### src/rtl/clk_pkg.sv
// Shared types and constants for the run/halt/step clock-enable controller.
package clk_pkg;

  // Controller state, also exported on the state port.
  typedef enum logic [1:0] {
    ST_HALT = 2'd0,
    ST_RUN  = 2'd1,
    ST_STEP = 2'd2
  } clk_state_e;

  // Command encoding on the cmd port; RSVD is accepted and ignored.
  typedef enum logic [1:0] {
    CMD_HALT = 2'd0,
    CMD_RUN  = 2'd1,
    CMD_STEP = 2'd2,
    CMD_RSVD = 2'd3
  } clk_cmd_e;

  localparam int unsigned CLK_DEFAULT_DIV = 32'd50000000;

endpackage

### src/rtl/clkdiv_rt.sv
// Runtime-programmable divider counter. wrap and half are decoded from the
// counter and the enable/divider registers feeding it, so neither has a
// combinational path from the command inputs.
module clkdiv_rt #(
  parameter int W = 32
) (
  input  logic         clk,
  input  logic         rst,
  input  logic         en,
  input  logic         clr,
  input  logic [W-1:0] div,
  output logic         wrap,
  output logic         half
);

  logic [W-1:0] cnt_reg;
  logic [W-1:0] div_eff;
  logic [W-1:0] last;
  logic [W:0]   half_len;

  // A divider of 0 behaves as 1; half_len is ceil(div_eff/2) computed one bit wider.
  always_comb begin
    div_eff  = (div == '0) ? W'(1) : div;
    last     = div_eff - W'(1);
    half_len = ({1'b0, div_eff} + (W+1)'(1)) >> 1;
  end

  assign wrap = en && (cnt_reg == last);
  assign half = en && ({1'b0, cnt_reg} < half_len);

  // Counter sits at 0 while disabled and restarts from 0 on clr.
  always_ff @(posedge clk) begin
    if (rst || clr || !en) begin
      cnt_reg <= '0;
    end else if (cnt_reg == last) begin
      cnt_reg <= '0;
    end else begin
      cnt_reg <= cnt_reg + W'(1);
    end
  end

endmodule

### src/rtl/clkctl.sv
// Run/halt/step controller for the core clock-enable: owns the divider value,
// the command FSM, the remaining-step counter and the done pulse.
module clkctl
  import clk_pkg::*;
#(
  parameter int          W           = 32,
  parameter int unsigned DEFAULT_DIV = CLK_DEFAULT_DIV,
  parameter int          SW          = 16
) (
  input  logic          clk,
  input  logic          rst,
  input  logic [W-1:0]  div_in,
  input  logic          div_load,
  input  logic          cmd_valid,
  input  logic [1:0]    cmd,
  input  logic [SW-1:0] cmd_steps,
  output logic          cmd_ready,
  input  logic          abort,
  output logic          tick,
  output logic          phase,
  output logic          done,
  output logic [1:0]    state,
  output logic [SW-1:0] steps_left
);

  clk_state_e    state_reg;
  logic [SW-1:0] rem_reg;
  logic          done_reg;
  logic [W-1:0]  div_reg;
  logic          accept;
  logic          cnt_clr;
  clk_cmd_e      cmd_e;

  assign cmd_e      = clk_cmd_e'(cmd);
  assign cmd_ready  = (state_reg != ST_STEP);
  assign accept     = cmd_valid && cmd_ready;
  // Entering STEP from RUN must restart the period; every other entry
  // already finds the counter parked at 0 because HALT disables it.
  assign cnt_clr    = abort || (accept && cmd_e == CMD_STEP);
  assign state      = state_reg;
  assign steps_left = rem_reg;
  assign done       = done_reg;

  clkdiv_rt #(.W(W)) u_div (
    .clk  (clk),
    .rst  (rst),
    .en   (state_reg != ST_HALT),
    .clr  (cnt_clr),
    .div  (div_reg),
    .wrap (tick),
    .half (phase)
  );

  // Command FSM with registered state, remaining-step count, done and divider.
  always_ff @(posedge clk) begin
    if (rst) begin
      state_reg <= ST_HALT;
      rem_reg   <= '0;
      done_reg  <= 1'b0;
      div_reg   <= W'(DEFAULT_DIV);
    end else begin
      done_reg <= 1'b0;
      // Divider may only change while the counter is parked.
      if (div_load && state_reg == ST_HALT) begin
        div_reg <= div_in;
      end
      if (abort) begin
        state_reg <= ST_HALT;
        rem_reg   <= '0;
      end else begin
        case (state_reg)
          ST_HALT: begin
            if (accept) begin
              case (cmd_e)
                CMD_RUN:  state_reg <= ST_RUN;
                CMD_STEP: begin
                  if (cmd_steps != '0) begin
                    state_reg <= ST_STEP;
                    rem_reg   <= cmd_steps;
                  end else begin
                    done_reg <= 1'b1;
                  end
                end
                default: ;
              endcase
            end
          end
          ST_RUN: begin
            if (accept) begin
              case (cmd_e)
                CMD_HALT: state_reg <= ST_HALT;
                CMD_STEP: begin
                  if (cmd_steps != '0) begin
                    state_reg <= ST_STEP;
                    rem_reg   <= cmd_steps;
                  end else begin
                    state_reg <= ST_HALT;
                    done_reg  <= 1'b1;
                  end
                end
                default: ;
              endcase
            end
          end
          ST_STEP: begin
            if (tick) begin
              if (rem_reg == SW'(1)) begin
                state_reg <= ST_HALT;
                rem_reg   <= '0;
                done_reg  <= 1'b1;
              end else begin
                rem_reg <= rem_reg - SW'(1);
              end
            end
          end
          default: state_reg <= ST_HALT;
        endcase
      end
    end
  end

endmodule

### config.mk
export PLATFORM = sky130hd
export DESIGN_NAME = clkctl
export DESIGN_NICKNAME = d
export VERILOG_FILES = /design/src/rtl/clk_pkg.sv /design/src/rtl/clkdiv_rt.sv /design/src/rtl/clkctl.sv
export SDC_FILE = /design/constraint.sdc
export NUM_CORES = 1
export LEC_CHECK = 0
export ABC_AREA = 1
export BUFFER_PORTS_ARGS = -buffer_cell sky130_fd_sc_hd__buf_4
export CAP_MARGIN = 20
export CORE_ASPECT_RATIO = 0.75
export CORE_MARGIN = 1.5
export CORE_UTILIZATION = 35
export CTS_BUF_LIST = sky130_fd_sc_hd__clkbuf_8
export CTS_CLUSTER_DIAMETER = 30
export DETAILED_ROUTE_END_ITERATION = 10
export HOLD_SLACK_MARGIN = 0.03
export PLACE_DENSITY = 0.57
export SYNTH_ARGS = -nofsm -noshare
export SYNTH_HDL_FRONTEND = slang
export SYNTH_SLANG_ARGS = --single-unit
### constraint.sdc
create_clock -name clk -period 9.5 [get_ports clk]
set_input_delay 0.95 -clock clk [delete_from_list [all_inputs] [get_ports clk]]
set_output_delay 0.95 -clock clk [all_outputs]
set_load 0.01 [all_outputs]
==> impl_metrics.toml, run 1 <==
[yosys]
yosysSeqAreaShare_pct = 23.7
synth_most_common_cell = "nand2_1"
yosysUniqueCellTypes = 47
yosys.area.top_type = "dfxtp_1"
syn_inst = 1091
synth_common_cells = "220 x nand2_1, 157 x nor2_1, 128 x inv_1"
synth_ff_type = "dfxtp_1"
netlist_area_um2 = 7000
yosysWarnings = 0
syn_nets = 1182
synth_edf_count = 0
synth.area.top_cells = "dfxtp_1 24%, nand2_1 12%, xor2_1 9.0%"
synth_async_sr_flop_share_pct = 0
synth_top_area_share_pct = 23.7
syn_avg_cell_area_um2 = 6.42
synth-seq-cells = 83

[worst_setup_path]
critPathMaxFanout = 7
rr_endpoint = "u_div.cnt_reg[30]"
worstSetupStartpointType = "flip-flop"
critical_path_arrival_ns = 4.98
path_buf_inv = 4
critPathLaunch = "div_reg[11]"
rr_startpoint = "div_reg[11]"
crit_end = "phase"
crit_family = "simple AND/OR/NAND/NOR gates"
endpoint_kind = "output pin"
cp_data_required_time_ns = 8.55
reg2reg_depth = 22
crit_slowest_cell = "dfxtp_1"
cp_common_cell = "nand2_1"
path_class = "flip-flop to output pin"
worstSetupPathDepth = 31
cp_slowest_stage_delay_ns = 0.40
rrSetupSlack_ns = 5.25

[sta]
hold_violations = 0
report.final.slew_viol_count = 0
period_needed_ns = 5.93
slew_headroom_pct = 33.4
rsz0062_at_grt = "no"
fmax_ghz = 0.169
fin_crit_sh_pct = 62.5
worstMarginPinSlew_ns = 0.996
setup_tns_ns = 0
setup_violations = 0
setup_slack_ns = 3.57
timing.clock.skew_ns = 0.0102

[cts]
htreeDepth = 3
root_buffer = "clkbuf_8"
clkTransAtPathRegs_ns = 0.09
cts_hold_buf = 0
cts_tree = "built"
clock-sinks = 83
cts_made_buffers = 9
post_cts_buffers = 0
insertion_delay_ns = 0.39
clock_path_buffers = 2
cts_resized = 0

[status]
status = "finished, violations left"
violations = "design-rule violations"

[placed_design]
placed_area_um2 = 7770
port_buffers = 76
gp_congestion = 0.991
placed_cells = 1392
hpwlAfterDp_um = 18300
place_ws_ns = 4.07

[power]
leakagePower_nw = 3.49
power_mw = 0.891
vdd_ir_drop_max_mv = 0.0508
clkPwrFrac_pct = 30.2
power.density_nw_per_um2 = 112
power_frac_comb_pct = 26.2
switchingPower_mw = 0.319
power.sequential.fraction_pct = 43.6
p_int_mw = 0.572
switching_share_pct = 35.8

[die]
start_util_pct = 35.9
die-area_um2 = 20900
die-width_um = 166
design.portCount = 77
rows = 44
fp.dieH_um = 126
coreArea_um2 = 19500

[global_route]
track_usage_pct = 22.3
grt_max_degree = 40
grt_pass1_vias = 6537
grt_pass1_wl_um = 36200
grt_overflow = 0
antenna_found_initial = 0

[layout]
drive_above_1_share_pct = 13.0
final_net_count = 1242
diodes = 0
area_growth_pct = 14.1
fin_cells = 1409
design_area_um2 = 7990

[min_path]
hold_path.class = "flip-flop to flip-flop"

[detailed_routing]
num_vias = 7123
via_per_inst = 5.06
drtIter0Drc = 632
dr.pass1.iters = 8
wl_per_cell_um = 16.3
antenna_left = 0
drt-total-wl_um = 23000
drcViolationCount = 4

[job]
drv_cap = 0
==> cell usage in the layout (no fill, tap or decap), types with 2 or more instances in the layout <==
cell / instances
nand3_1: 59
clkbuf_8: 9
nor3_4: 2
o21bai_1: 3
nand2_4: 2
nor3_1: 39
nand3_2: 4
o2111ai_1: 2
buf_4: 80
nor3_2: 5
a211oi_1: 3
o211ai_1: 15
a21oi_1: 56
xor2_1: 72
nor4_1: 12
ha_1: 36
inv_2: 10
nor2_1: 157
nor2_4: 5
and2_1: 2
dfxtp_1: 83
xnor2_1: 17
nand4_1: 33
nand3b_1: 11
o22ai_1: 4
nand2_2: 5
nand2_1: 220
clkinv_2: 4
nor2_2: 8
inv_1: 128
a22oi_1: 5
o21ai_0: 39
a31oi_1: 2
or2_2: 10
==> per-stage QoR <==
step / hold slack [ns] / utilization, %
final: 0.499 / 41.0
after global routing: 0.527 / 41.0
after CTS: 0.504 / 40.9
after detailed placement: 0.478 / 39.9
after global placement: 0.485 / 39.9
after floorplan: 0.438 / -
==> power by group through the flow <==
stage               logic [mW]  registers [mW]  clock network (mW)
floorplan                0.166           0.386                   0
global placement         0.230           0.396                   0
detailed placement       0.229           0.396                   0
CTS                      0.230           0.388               0.276
global route             0.261           0.391               0.292
finish                   0.234           0.388               0.269
==> kinds of logic (layout without fill, tap and decap cells) <==
logic type               Yosys count  in the layout  synth area share (%)
adder cells (fa/ha/maj)           36             36                  6.43
flip-flops                        83             83                  23.7
AND/OR/NAND/NOR                  580            580                  38.3
XOR/XNOR                          89             89                  11.1
AO/OA/AOI/OAI                    132            132                  10.8
buffers and inverters            171            236                  9.61
==> layout make-up <==
type	count	area, µm²
timing repair buffer	81	628
fill	2182	11500
tap	253	317
clock inverter	7	67.6
clock buffer	9	124
inverter	139	522
sequential	83	1660
multi-input combinational	837	4670
==> worst min path at each step <==
| stage | startpoint | endpoint | slack [ns] | cells past startpoint |
|---|---|---|---|---|
| floorplan | u_div.cnt_reg[0] | u_div.cnt_reg[0] | 0.44 | 1 |
| global placement | u_div.cnt_reg[0] | u_div.cnt_reg[0] | 0.49 | 1 |
| detailed placement | u_div.cnt_reg[0] | u_div.cnt_reg[0] | 0.48 | 1 |
| CTS | u_div.cnt_reg[0] | u_div.cnt_reg[0] | 0.50 | 1 |
| global route | u_div.cnt_reg[0] | u_div.cnt_reg[0] | 0.53 | 1 |
| finish | u_div.cnt_reg[0] | u_div.cnt_reg[0] | 0.50 | 1 |
==> per-layer routing <==
metal	up-vias	part of all wire, %	track usage [%]
met5	-	0	0
met4	0	1.2	4.97
met3	22	6.4	3.55
met2	221	37	30.0
met1	3209	55	35.8
li1	3671	-	-
No activity file was read; power rests on OpenSTA's default activity.
==> run 2: changes to the inputs <==
--- a/config.mk
+++ b/config.mk
@@ -15,7 +15,7 @@
 export CTS_CLUSTER_DIAMETER = 30
 export DETAILED_ROUTE_END_ITERATION = 10
 export HOLD_SLACK_MARGIN = 0.03
-export PLACE_DENSITY = 0.57
+export PLACE_DENSITY = 0.59
 export SYNTH_ARGS = -nofsm -noshare
 export SYNTH_HDL_FRONTEND = slang
 export SYNTH_SLANG_ARGS = --single-unit
==> constraint.sdc (replaced) <==
create_clock -name clk -period 4.83 [get_ports clk]
set_input_delay 0.483 -clock clk [delete_from_list [all_inputs] [get_ports clk]]
set_output_delay 0.483 -clock clk [all_outputs]
set_load 0.01 [all_outputs]
==> run 2 against run 1 <==
Net effect:
- the run ends with design-rule violations, negative setup slack left
- register-to-register slack got worse by 4.3 ns
- via count grew 2.5%
- sequential share of layout area shrank 0.62 points
- setup slack got worse by 3.7 ns
- core utilization rose by 1.3 points
- design area rose by 3.2%
- sequential cell count is the same
- critical path depth stayed put
- clock skew rose by 0.0017 ns
- combinational power is 120% higher
- wire length down 0.67%
- clock power rose by 88%
- largest cell class unchanged
- highest routed layer unchanged
==> impl_metrics.toml, run 2 (synthesis gave the netlist of run 1 again) <==
[status]
status = "finished, violations left"
violations = "design-rule violations, negative setup slack"

[layout]
utilization_pct = 42.3
diodes = 0
final_cell_mix = "213 x nand2_1, 146 x nor2_1, 129 x inv_1"
drive_above_1_share_pct = 16.9
final_net_count = 1270
layout_commonest_cell = "nand2_1"
area_growth_pct = 17.7

[global_route]
grt_pass1_vias = 6605
antenna_found_initial = 0
grt_overflow = 0
grt_pass1_wl_um = 36100
track_usage_pct = 22.2
grt_max_degree = 40

[sta]
hold_violations = 0
slew_headroom_pct = 35.3
setup_violations = 1
period_needed_ns = 4.98
worstMarginPinSlew_ns = 0.968
setup_slack_ns = -0.155
timing.clock.skew_ns = 0.0119
fin_crit_sh_pct = 103
rsz0062_at_grt = "yes"
fmax_ghz = 0.201
report.final.slew_viol_count = 0

[die]
coreArea_um2 = 19500
die-width_um = 166
die-area_um2 = 20900
rows = 44
start_util_pct = 35.9
design.portCount = 77
fp.dieH_um = 126

[detailed_routing]
dr.pass1.iters = 8
drtIter0Drc = 810
via_per_inst = 5.08
antenna_left = 0
drt-total-wl_um = 22800
num_vias = 7302
drcViolationCount = 5
wl_per_cell_um = 15.9

[worst_setup_path]
cp_common_cell = "nand2_2"
worstSetupStartpointType = "flip-flop"
cp_data_required_time_ns = 4.35
crit_slowest_cell = "dfxtp_1"
endpoint_kind = "output pin"
cp_slowest_stage_delay_ns = 0.33
critPathMaxFanout = 3
critical_path_arrival_ns = 4.50
path_class = "flip-flop to output pin"

[cts]
clock-sinks = 83
htreeDepth = 3
cts_tree = "built"
clkTransAtPathRegs_ns = 0.09
cts_made_buffers = 9
clock_path_buffers = 2
insertion_delay_ns = 0.38
cts_hold_buf = 0
root_buffer = "clkbuf_8"
post_cts_buffers = 0

[power]
leakagePower_nw = 3.61
vdd_ir_drop_max_mv = 0.123
power.density_nw_per_um2 = 214

[placed_design]
port_buffers = 76
place_ws_ns = 0.0297
hpwlAfterDp_um = 18400
gp_congestion = 0.963

[min_path]
hold_path.class = "input pin to flip-flop"

[job]
drv_cap = 0
==> run 2: final timing paths <==
kind | startpoint | endpoint | slack, ns | cells past startpoint
hold / removal | div_in[12] | div_reg[12] | 0.32 | 3
setup reg to reg | div_reg[31] | steps_left[15] | 0.92 | 24
setup / recovery | div_reg[19] | phase | -0.15 | 31
hold reg to reg | u_div.cnt_reg[0] | u_div.cnt_reg[0] | 0.50 | 1
==> run 2: critical path, delay by kind of cell (launching register included) <==
kind	cells	cell delay, ns
XOR/XNOR	1	0.15
AO/OA/AOI/OAI	1	0.09
buffers and inverters	4	0.37
AND/OR/NAND/NOR	23	2.67
flip-flops	1	0.33
adder cells (fa/ha/maj)	2	0.50
==> run 2: layout make-up <==
| type | instances | area (µm²) |
|---|---|---|
| well taps | 253 | 317 |
| multi-input cells | 837 | 4740 |
| repair buffers | 109 | 818 |
| flip-flops and latches | 83 | 1660 |
| clock inverters | 6 | 58.8 |
| fillers | 2069 | 11200 |
| inverters | 139 | 522 |
| clock buffers | 9 | 124 |
==> run 2: power by group <==
group          leakage, nW  internal (mW)  switching, mW
combinational         2.84          0.198          0.320
sequential           0.679          0.714         0.0296
clock               0.0923          0.232          0.273
==> run 2: repair_timing <==
item	4_1_cts	5_1_grt
pin swaps	1	0
resized for setup	15	11
setup endpoints to repair	1	1
==> run 2: per-layer routing <==
layer | routed length [µm] | global-route usage [%] | vias to the layer above
met4 | 396 | 5.67 | 0
met5 | 0 | 0 | -
met3 | 1730 | 4.12 | 27
met1 | 12500 | 36.3 | 3299
li1 | - | - | 3738
met2 | 8170 | 28.5 | 238
==> run 2: per-stage QoR <==
stage / std cells / total power, mW / TNS [ns] / cell area, µm² / hold WS (ns)
floorplan: 1091 / 1.09 / 0 / 7000 / 0.438
global placement: 1421 / 1.26 / 0 / 7990 / 0.479
detailed placement: 1421 / 1.26 / 0 / 7990 / 0.480
finish: 1436 / 1.77 / -0.155 / 8250 / 0.323
global route: 1436 / 1.87 / -0.504 / 8250 / 0.317
CTS: 1436 / 1.78 / -0.195 / 8220 / 0.307
==> run 3: changes to the inputs <==
--- a/config.mk
+++ b/config.mk
@@ -18,4 +18,5 @@
 export PLACE_DENSITY = 0.59
 export SYNTH_ARGS = -nofsm -noshare
 export SYNTH_HDL_FRONTEND = slang
+export SYNTH_HIERARCHICAL = 1
 export SYNTH_SLANG_ARGS = --single-unit
==> run 3 against run 2 <==
Net effect:
- combinational power rose by 9.3%
- highest routed layer unchanged
- clock power grew 6.3%
- the flow now finishes without violations
- critical endpoint unchanged
- first-iteration DRC count shrank 9.0%
- design area rose by 9.8%
- critical path type unchanged
- register-to-register slack worse by 0.22 ns
- core utilization grew 0.68 points
- setup slack better by 0.21 ns
- area after synthesis increased by 7.0%
- synthesized cell count is 4.5% higher
==> impl_metrics.toml, run 3 <==
[detailed_routing]
dr.pass1.iters = 7
drcViolationCount = 0
wl_per_cell_um = 14.3
antenna_left = 0
drt-total-wl_um = 22200
num_vias = 7374
drtIter0Drc = 737
via_per_inst = 4.74

[global_route]
antenna_found_initial = 0
grt_pass1_vias = 6804
grt_max_degree = 34
grt_pass1_wl_um = 36000
track_usage_pct = 20.7
grt_overflow = 0

[worst_setup_path]
cp_slowest_stage_delay_ns = 0.38
path_class = "flip-flop to output pin"
crit_slowest_cell = "or3_4"
worstSetupStartpointType = "flip-flop"
endpoint_kind = "output pin"
cp_common_cell = "nor2_4"
cp_data_required_time_ns = 4.35
rrSetupSlack_ns = 0.70
rr_startpoint = "div_reg[25]"
reg2reg_depth = 28
critPathMaxFanout = 3
rr_endpoint = "steps_left[0]"
critical_path_arrival_ns = 4.29

[sta]
slew_headroom_pct = 28.9
fmax_ghz = 0.209
fin_crit_sh_pct = 98.9
setup_violations = 0
hold_violations = 0
report.final.slew_viol_count = 0
timing.clock.skew_ns = 0.0113
worstMarginPinSlew_ns = 1.07
rsz0062_at_grt = "yes"
setup_tns_ns = 0
period_needed_ns = 4.78
hold-worst-slack_ns = 0.290

[yosys]
yosysUniqueCellTypes = 45
yosysSeqAreaShare_pct = 22.2
yosys.area.top_type = "dfxtp_1"
synth_edf_count = 0
synth_common_cells = "218 x nand2_1, 194 x nor2_1, 134 x inv_1"
synth-seq-cells = 83
syn_nets = 1231
synth_top_area_share_pct = 22.2
syn_inst = 1140
synth_async_sr_flop_share_pct = 0
synth_most_common_cell = "nand2_1"
syn_avg_cell_area_um2 = 6.58
yosysWarnings = 6
synth.area.top_cells = "dfxtp_1 22%, nand2_1 11%, nor2_1 9.7%"
synth_ff_type = "dfxtp_1"
netlist_area_um2 = 7500

[layout]
layout_commonest_cell = "nand2_1"
design_area_um2 = 9060
area_growth_pct = 20.8
utilization_pct = 43.0
final_net_count = 1353
nFillCells = 2213
drive_above_1_share_pct = 24.8
diodes = 0
final_cell_mix = "211 x nand2_1, 183 x nor2_1, 140 x buf_4"

[min_path]
hold_path.class = "input pin to flip-flop"
holdPathStages = 3
hp-start = "div_in[23]"
holdPathEnd = "div_reg[23]"

[placed_design]
hpwlAfterDp_um = 17400
port_buffers = 76
gp_congestion = 0.921
placed_area_um2 = 8450

[power]
power.density_nw_per_um2 = 204
vdd_ir_drop_max_mv = 0.141
power_mw = 1.84
leakagePower_nw = 4.10

[cts]
htreeDepth = 3
cts_tree = "built"
clock-sinks = 83
cts_made_buffers = 9
insertion_delay_ns = 0.39
cts_hold_buf = 0
clock_path_buffers = 2
clkTransAtPathRegs_ns = 0.09
root_buffer = "clkbuf_8"

[die]
fp.dieH_um = 130
design.portCount = 77
rows = 46
die-area_um2 = 22300
die-width_um = 172
coreArea_um2 = 21100
start_util_pct = 35.6

[job]
drv_cap = 0

[status]
status = "completed"
## run 3: how the worst max path moves through the flow
stage | cells after the start | to | startpoint
after floorplan | 31 | phase | div_reg[8]
after global placement | 31 | phase | div_reg[31]
after detailed placement | 31 | phase | div_reg[5]
after CTS | 31 | phase | div_reg[17]
after global routing | 30 | phase | div_reg[17]
final | 30 | phase | div_reg[27]
## run 3: critical path, delay by kind of cell, from the launching register on
family	cells	cell delay, ns
AND/OR/NAND/NOR	20	2.36
adder cells (fa/ha/maj)	2	0.45
buffers and inverters	4	0.42
flip-flops	1	0.33
AO/OA/AOI/OAI	3	0.26
XOR/XNOR	1	0.09
## run 3: kinds of logic after synthesis
family          after synthesis  share of synthesized area, %
compound gates               86                          6.33
buf+inv                     179                          10.5
flops                        83                          22.2
xor+xnor                    110                          12.9
simple gates                646                          42.2
fa+ha+maj                    36                          6.01
## run 3: metrics by stage
stage,setup WS [ns],std cells
4_1_cts,-0.163,1550
3_5_place_dp,0.0678,1507
5_1_grt,-0.243,1555
6_report,0.0544,1555
2_1_floorplan,0.609,1140
3_3_place_gp,0.200,1507
## run 3: area by class of cell
cell class | instances | area, µm² | share of cell area [%]
clock buffers | 9 | 124 | 1.37
clock inverters | 7 | 76.3 | 0.843
inverters | 149 | 562 | 6.20
multi-input cells | 878 | 5190 | 57.3
flip-flops and latches | 83 | 1680 | 18.6
well taps | 288 | 360 | 3.98
repair buffers | 141 | 1060 | 11.7
## run 3: where the power goes
group          internal [mW]  switching (mW)  leakage, nW
clock network          0.243           0.294        0.102
registers              0.715          0.0267        0.679
logic                  0.220           0.345         3.32
## run 3: per-layer routing
metal / global-route usage (%) / wire length (µm) / up-vias
met3: 3.43 / 1300 / 29
met2: 29.5 / 8900 / 199
met1: 31.7 / 11600 / 3304
met5: 0 / 0 / -
li1: - / - / 3842
met4: 5.58 / 344 / 0
## run 3: repair_timing
| item | CTS | global route |
|---|---|---|
| pin swaps | 28 | 19 |
| endpoints found under the setup margin | 1 | 1 |
| gates resized for setup | 43 | 10 |
| buffers inserted | 27 | 5 |
